### src/rtl/mux_8x1_pkg.sv
// Shared constants and types for the 8:1 lane selector.
package mux_8x1_pkg;

    localparam int NUM_LANES = 8;
    localparam int SEL_W     = 3;

    typedef logic [SEL_W-1:0] sel_t;

endpackage

### src/rtl/mux_8x1_if.sv
// Bus bundle for mux_8x1: lanes, select and enable in; selected and captured values out.
// The chg signal exists only when MUX_8X1_CHG_DET_EN is defined.
interface mux_8x1_if
    import mux_8x1_pkg::*;
#(
    parameter int DATA_W = 1
);

    logic [NUM_LANES*DATA_W-1:0] in;
    sel_t                        sel;
    logic                        en;
    logic [DATA_W-1:0]           out;
    logic [DATA_W-1:0]           out_q;
    sel_t                        sel_q;
`ifdef MUX_8X1_CHG_DET_EN
    logic                        chg;
`endif

    modport master (
        output in, sel, en,
        input  out, out_q, sel_q
`ifdef MUX_8X1_CHG_DET_EN
        , input chg
`endif
    );

    modport slave (
        input  in, sel, en,
        output out, out_q, sel_q
`ifdef MUX_8X1_CHG_DET_EN
        , output chg
`endif
    );

endinterface

### src/rtl/mux_8x1_core.sv
// Purely combinational 8:1 lane selector; lane k sits at in[k*DATA_W +: DATA_W].
module mux_8x1_core
    import mux_8x1_pkg::*;
#(
    parameter int DATA_W = 1
)
(
    input  logic [NUM_LANES*DATA_W-1:0] in,
    input  sel_t                        sel,
    output logic [DATA_W-1:0]           out
);

    // Every select code maps to its lane; the case is complete, so no fallback is needed.
    always_comb begin
        case (sel)
            3'd0: out = in[0*DATA_W +: DATA_W];
            3'd1: out = in[1*DATA_W +: DATA_W];
            3'd2: out = in[2*DATA_W +: DATA_W];
            3'd3: out = in[3*DATA_W +: DATA_W];
            3'd4: out = in[4*DATA_W +: DATA_W];
            3'd5: out = in[5*DATA_W +: DATA_W];
            3'd6: out = in[6*DATA_W +: DATA_W];
            3'd7: out = in[7*DATA_W +: DATA_W];
        endcase
    end

endmodule

### src/rtl/mux_8x1.sv
// 8:1 lane selector with a combinational output and an enable-qualified registered copy.
// Optional feature: MUX_8X1_CHG_DET_EN adds a one-cycle chg pulse when a capture
// changes out_q (first capture after reset compares against 0).
module mux_8x1
    import mux_8x1_pkg::*;
#(
    parameter int DATA_W = 1
)
(
    input logic   clk,
    input logic   rst_n,
    mux_8x1_if.slave bus
);

    logic [DATA_W-1:0] out_c;
    logic [DATA_W-1:0] out_q_r;
    sel_t              sel_q_r;

    mux_8x1_core #(
        .DATA_W (DATA_W)
    ) u_core (
        .in  (bus.in),
        .sel (bus.sel),
        .out (out_c)
    );

    // Capture the selected lane and its select code on enabled edges.
    always_ff @(posedge clk or negedge rst_n) begin
        if (!rst_n) begin
            out_q_r <= '0;
            sel_q_r <= '0;
        end else if (bus.en) begin
            out_q_r <= out_c;
            sel_q_r <= bus.sel;
        end
    end

`ifdef MUX_8X1_CHG_DET_EN
    logic chg_r;

    // Pulse chg alongside a capture whose value differs from the held one.
    always_ff @(posedge clk or negedge rst_n) begin
        if (!rst_n) begin
            chg_r <= 1'b0;
        end else begin
            chg_r <= bus.en && (out_c != out_q_r);
        end
    end

    assign bus.chg = chg_r;
`endif

    assign bus.out   = out_c;
    assign bus.out_q = out_q_r;
    assign bus.sel_q = sel_q_r;

endmodule

### src/flat_wrapper.sv
// flat-port wrapper written by rule: the top's interface ports become plain ports
module mux_8x1_flat import mux_8x1_pkg::*;
#(
    parameter int DATA_W = 1
)
  (clk, rst_n, bus_in, bus_sel, bus_en, bus_out, bus_out_q, bus_sel_q);
  mux_8x1_if #(.DATA_W(DATA_W)) bus_i ();
  input logic clk;
  input logic rst_n;
  input wire logic [$bits(bus_i.in)-1:0] bus_in;
  input wire logic [$bits(bus_i.sel)-1:0] bus_sel;
  input wire logic [$bits(bus_i.en)-1:0] bus_en;
  output wire logic [$bits(bus_i.out)-1:0] bus_out;
  output wire logic [$bits(bus_i.out_q)-1:0] bus_out_q;
  output wire logic [$bits(bus_i.sel_q)-1:0] bus_sel_q;
  assign bus_i.in = bus_in;
  assign bus_i.sel = bus_sel;
  assign bus_i.en = bus_en;
  assign bus_out = bus_i.out;
  assign bus_out_q = bus_i.out_q;
  assign bus_sel_q = bus_i.sel_q;
  mux_8x1 #(.DATA_W(DATA_W)) u_core (.clk(clk), .rst_n(rst_n), .bus(bus_i));
endmodule
### config.mk
export PLATFORM = sky130hd
export DESIGN_NAME = mux_8x1_flat
export DESIGN_NICKNAME = d
export VERILOG_FILES = /design/src/rtl/mux_8x1_pkg.sv /design/src/rtl/mux_8x1_if.sv /design/src/rtl/mux_8x1_core.sv /design/src/rtl/mux_8x1.sv /design/src/flat_wrapper.sv
export SDC_FILE = /design/constraint.sdc
export NUM_CORES = 1
export LEC_CHECK = 0
export CAP_MARGIN = 20
export CELL_PAD_IN_SITES_DETAIL_PLACEMENT = 1
export CELL_PAD_IN_SITES_GLOBAL_PLACEMENT = 2
export CORE_MARGIN = 2
export CORE_UTILIZATION = 15
export CTS_CLUSTER_DIAMETER = 120
export CTS_CLUSTER_SIZE = 20
export DETAILED_ROUTE_END_ITERATION = 7
export GPL_TIMING_DRIVEN = 0
export PLACE_DENSITY_LB_ADDON = 0.1
export SETUP_SLACK_MARGIN = 0.05
export SKIP_LAST_GASP = 1
export SYNTH_ARGS = -nofsm -noshare
export SYNTH_HDL_FRONTEND = slang
export SYNTH_SLANG_ARGS = --single-unit
### constraint.sdc
create_clock -name clk -period 1.44 [get_ports clk]
set_input_delay 0.216 -clock clk [delete_from_list [all_inputs] [get_ports clk]]
set_output_delay 0.216 -clock clk [all_outputs]
set_load 0.01 [all_outputs]
After elaboration in Yosys (flattened, before gate mapping)
Cells that the tools add are included.
{"block": "op_classes", "muxes": 1, "n_eq_ne": 7, "n_reduce_logical": 1}
{"cell": "$eq A3 B3 Y1 const B", "n": 4}
{"cell": "$pmux W1 S8", "n": 1}
{"cell": "$eq A3 B2 Y1 const B", "n": 2}
{"cell": "$eq A3 B1 Y1 const B", "n": 1}
{"cell": "$logic_not A3 Y1", "n": 1}
{"block": "totals", "elab_cells": 11, "reg_bits": 4}

Depth between registers and ports, before layout
{"block": "depth", "ltp_word": 2, "mapped_depth": 4, "ltp_nobuf": 3}

By module
A second synthesis with hierarchy kept.
{"block": "unflattened", "hier_cells": 11, "hier_area_um2": 209.0}
{"module": "mux_8x1", "area_each_um2": 145.1, "cells_per_inst": 8, "instances": 1}
{"module": "mux_8x1_core", "area_each_um2": 63.8, "cells_per_inst": 3, "instances": 1}

Worst setup path after synthesis
No wires, ideal clock.
{"block": "synth_timing", "path_kind": "input port to output port", "start": "input port bus_sel[0]", "end": "output port bus_out", "arrival_ns": 0.998, "slack_ns": 0.226, "cell_stages": 4, "required_time_ns": 1.224, "path_cell_list": "buf_6 > mux2i_1 > mux4_2 > inv_1"}
{"block": "synth_via", "elab_chain_cells": 2, "elab_cells_between_ends": 9, "cone_classes": "eq/ne: 7; mux: 1; reduce/logical: 1"}
{"item": "start: declaration", "line_no": "flat_wrapper.sv:11", "source": "input wire logic [$bits(bus_i.sel)-1:0] bus_sel;"}
{"item": "$eq A3 B3 Y1 (tied with other cells)", "line_no": "mux_8x1_core.sv:15", "source": "case (sel)"}
{"item": "$pmux W1 S8 *", "line_no": "mux_8x1_core.sv:15"}
{"item": "end: declaration", "line_no": "flat_wrapper.sv:13", "source": "output wire logic [$bits(bus_i.out)-1:0] bus_out;"}
Mark *: on every way between the ends. The rest lies on a longest branch, timed or not.

Final worst setup path
{"block": "layout_timing", "start": "input port bus_in[5]", "end": "output port bus_out"}
{"block": "layout_via", "elab_chain_cells": 1}
{"item": "start: declaration", "line_no": "flat_wrapper.sv:10", "source": "input wire logic [$bits(bus_i.in)-1:0] bus_in;"}
{"item": "$pmux W1 S8", "line_no": "mux_8x1_core.sv:15"}
No other way between the ends.

==> flow_metrics.tcl <==
set metrics [dict create \
    status "finished, final reports clean" \
    setup_violations 0 \
    die_height_um 42.8 \
    cp_cell_sequence "dlygate4sd2_1 > mux2i_1 > mux4_2 > inv_2 > buf_6" \
    finish.utilization 0.325 \
    synth_top_family_by_area "multiplexers" \
    syn_area_per_cell_um2 14.1 \
    final_antenna_net_count 0 \
    synth.distinct_cells 6 \
    ir_worst_vdd_mv 0.364 \
    synth_compound_area_frac 0 \
    hold_viol 0 \
    wl_met1_um 294 \
    wl_met2_um 391 \
    netlist_area_um2 225 \
    portBuffers 17 \
    tightest_slew_ns 0.215 \
    cts_buffers 3 \
    crit_required_ns 1.22 \
    dp_cells 48 \
    rows 13 \
    coreArea_um2 1350 \
    worst_setup_path_start_kind "input port" \
    grt_first_pass_wirelength_mm 1.23 \
    r2r-end "u_core.bus.sel_q[0]$_DFFE_PN0P_" \
    dp_hpwl_um 584 \
    highest_layer "met3" \
    skew_ns 0 \
    fmax_mhz 745 \
    globalRouteTotalUtil 0.0997 \
    worstSkewPairLatency_ns 0.24 \
    die_w_um 42.8 \
    antenna_found_initial 0 \
    internal_power_uw 298 \
    end_kind "primary output" \
    synth-seq-cells 4 \
    sw_frac_of_total 0.248 \
    cp_slowest_stage_delay_ns 0.48 \
    dieArea_um2 1830 \
    p_switching_uw 98.4 \
    ctsHtreeMaxLevel 1 \
    cts_tree "yes" \
    crit_family "multiplexers" \
    met3_length_um 51 \
    critical_path_class "input port to primary output" \
    pre_cts_slack_ns -0.666 \
    syn-instance-count 16 \
    min_period_ns 1.34 \
    crit_slowest_cell "mux4_2" \
    crit_fanout 2 \
    p_clk_frac 0.363 \
    synth_nets 30 \
    synthAdderAreaFrac 0 \
    vias 210 \
    cts_sinks 4 \
    p_leak_uw 0.000224 \
    setup-tns-final_ns 0 \
    max_cap_viol_count 0 \
    combPwrFrac 0.301 \
    synth_mux_area_frac 0.472 \
    hold_path_class "input port to async pin" \
    wl_um 737 \
    cts_buffer_depth 2 \
    pin_count 19 \
    reg2regPathDepth 1 \
    first_pass_iters 2 \
    cp.depth 5 \
    synthToLayoutAreaGrowth_pct 95.0 \
    cp_data_arrival_time_ns 1.13 \
    drt-initial-drc-count 1 \
    drive_gt1_frac 0.342 \
    reg2reg_slack_ns 0.69 \
    final_cell_count_no_fill 53 \
    seqPwrFrac 0.336 \
    start_util 0.167 \
    slew_violations 0 \
    slew_headroom 0.856 \
    grt-ovfl-total 0 \
    viasPerCell 3.96 \
    yosysSeqAreaShare 0.444 \
    diodes 0 \
    synth_xor_area_frac 0 \
    ctsRootBufferMaster "clkbuf_4" \
    ys_warn_count 0 \
    layout.nets 54 \
    grt_pass1_vias 245 \
    clkTransAtPathRegs_ns 0.04 \
    powerDensity_nw_per_um2 903 \
    routedWlPerCell_um 13.9 \
    gp_congestion 0.637 \
    timing.final.crit_share 0.932 \
    r2r_start "u_core.bus.sel_q[0]$_DFFE_PN0P_" \
    p_total_uw 397 \
    setup_slack_ns 0.0978 \
    rsz0062_at_grt "no" \
    critical_path_buf_inv_count 3 \
    synth-simple-area-share 0 \
    route.detailed.drc 0 \
    grt_max_degree 6 \
]
-- cell families (layout without fill, tap and decap cells) --
family	after synthesis	after routing
muxes	9	9
buffers and inverters	3	25
DFF	4	4
-- final cells by class --
cell class              instances  area (µm²)
repair buffers                 19         173
flip-flops and latches          4         100
plain buffers                   1        11.3
well taps                      15        18.8
clock buffers                   3        22.5
fillers                       162         911
inverters                       2        7.51
multi-input cells               9         106
-- power groups by stage --
stage          clock network [µW]  registers (µW)  logic (µW)
2_1_floorplan                   0             141        35.1
4_1_cts                       150             134         112
3_5_place_dp                    0             135         120
3_3_place_gp                    0             134         117
5_1_grt                       167             135         128
6_report                      144             133         120
-- worst max-delay path by stage --
stage	to	start	slack, ns
after CTS	bus_out	bus_sel[1]	0.07
after detailed placement	bus_out	bus_sel[1]	-0.67
after floorplan	bus_out	bus_sel[0]	0.23
after global placement	bus_out	bus_sel[1]	-0.63
final	bus_out	bus_in[5]	0.1
after global routing	bus_out	bus_in[5]	0.05
-- cells in the final DEF (no fill, tap or decap), drive strengths merged --
master,instances
dlygate4sd2,9
mux2i,5
clkdlybuf4s50,5
dfrtp,4
clkbuf,4
buf,4
mux2,3
inv,2
mux4,1
dlymetal6s2s,1
-- metal layers --
layer | up-vias | global-route usage
li1 | 101 | -
met2 | 7 | 0.148
met1 | 102 | 0.103
met5 | - | 0
met4 | 0 | 0.0750
met3 | 0 | 0.0553
-- timing repair --
| action | 4_1_cts | 5_1_grt |
|---|---|---|
| hold buffers | 0 | 0 |
| buffers inserted | 1 | 1 |
| endpoints found under the setup margin | 1 | 2 |
| gates resized for setup | 15 | 4 |
-- per-stage QoR --
step / hold WS, ns / cell area [µm²]
after floorplan: -0.0796 / 225
after global placement: 0.432 / 414
after detailed placement: 0.433 / 414
after CTS: 0.177 / 428
after global routing: 0.173 / 439
final: 0.182 / 439
-- state kept, by name, summed over array words and instances (netlist names) --
name,cells
u_core.bus.out_q,1
u_core.bus.sel_q,3
-- cells in the mapped netlist --
library cell	n	share of area
mux2_2	3	0.15
mux2i_1	5	0.22
dfrtp_1	4	0.44
buf_6	1	0.050
mux4_2	1	0.10
inv_1	2	0.033
Note: power is estimated with default switching activity, not from simulation.
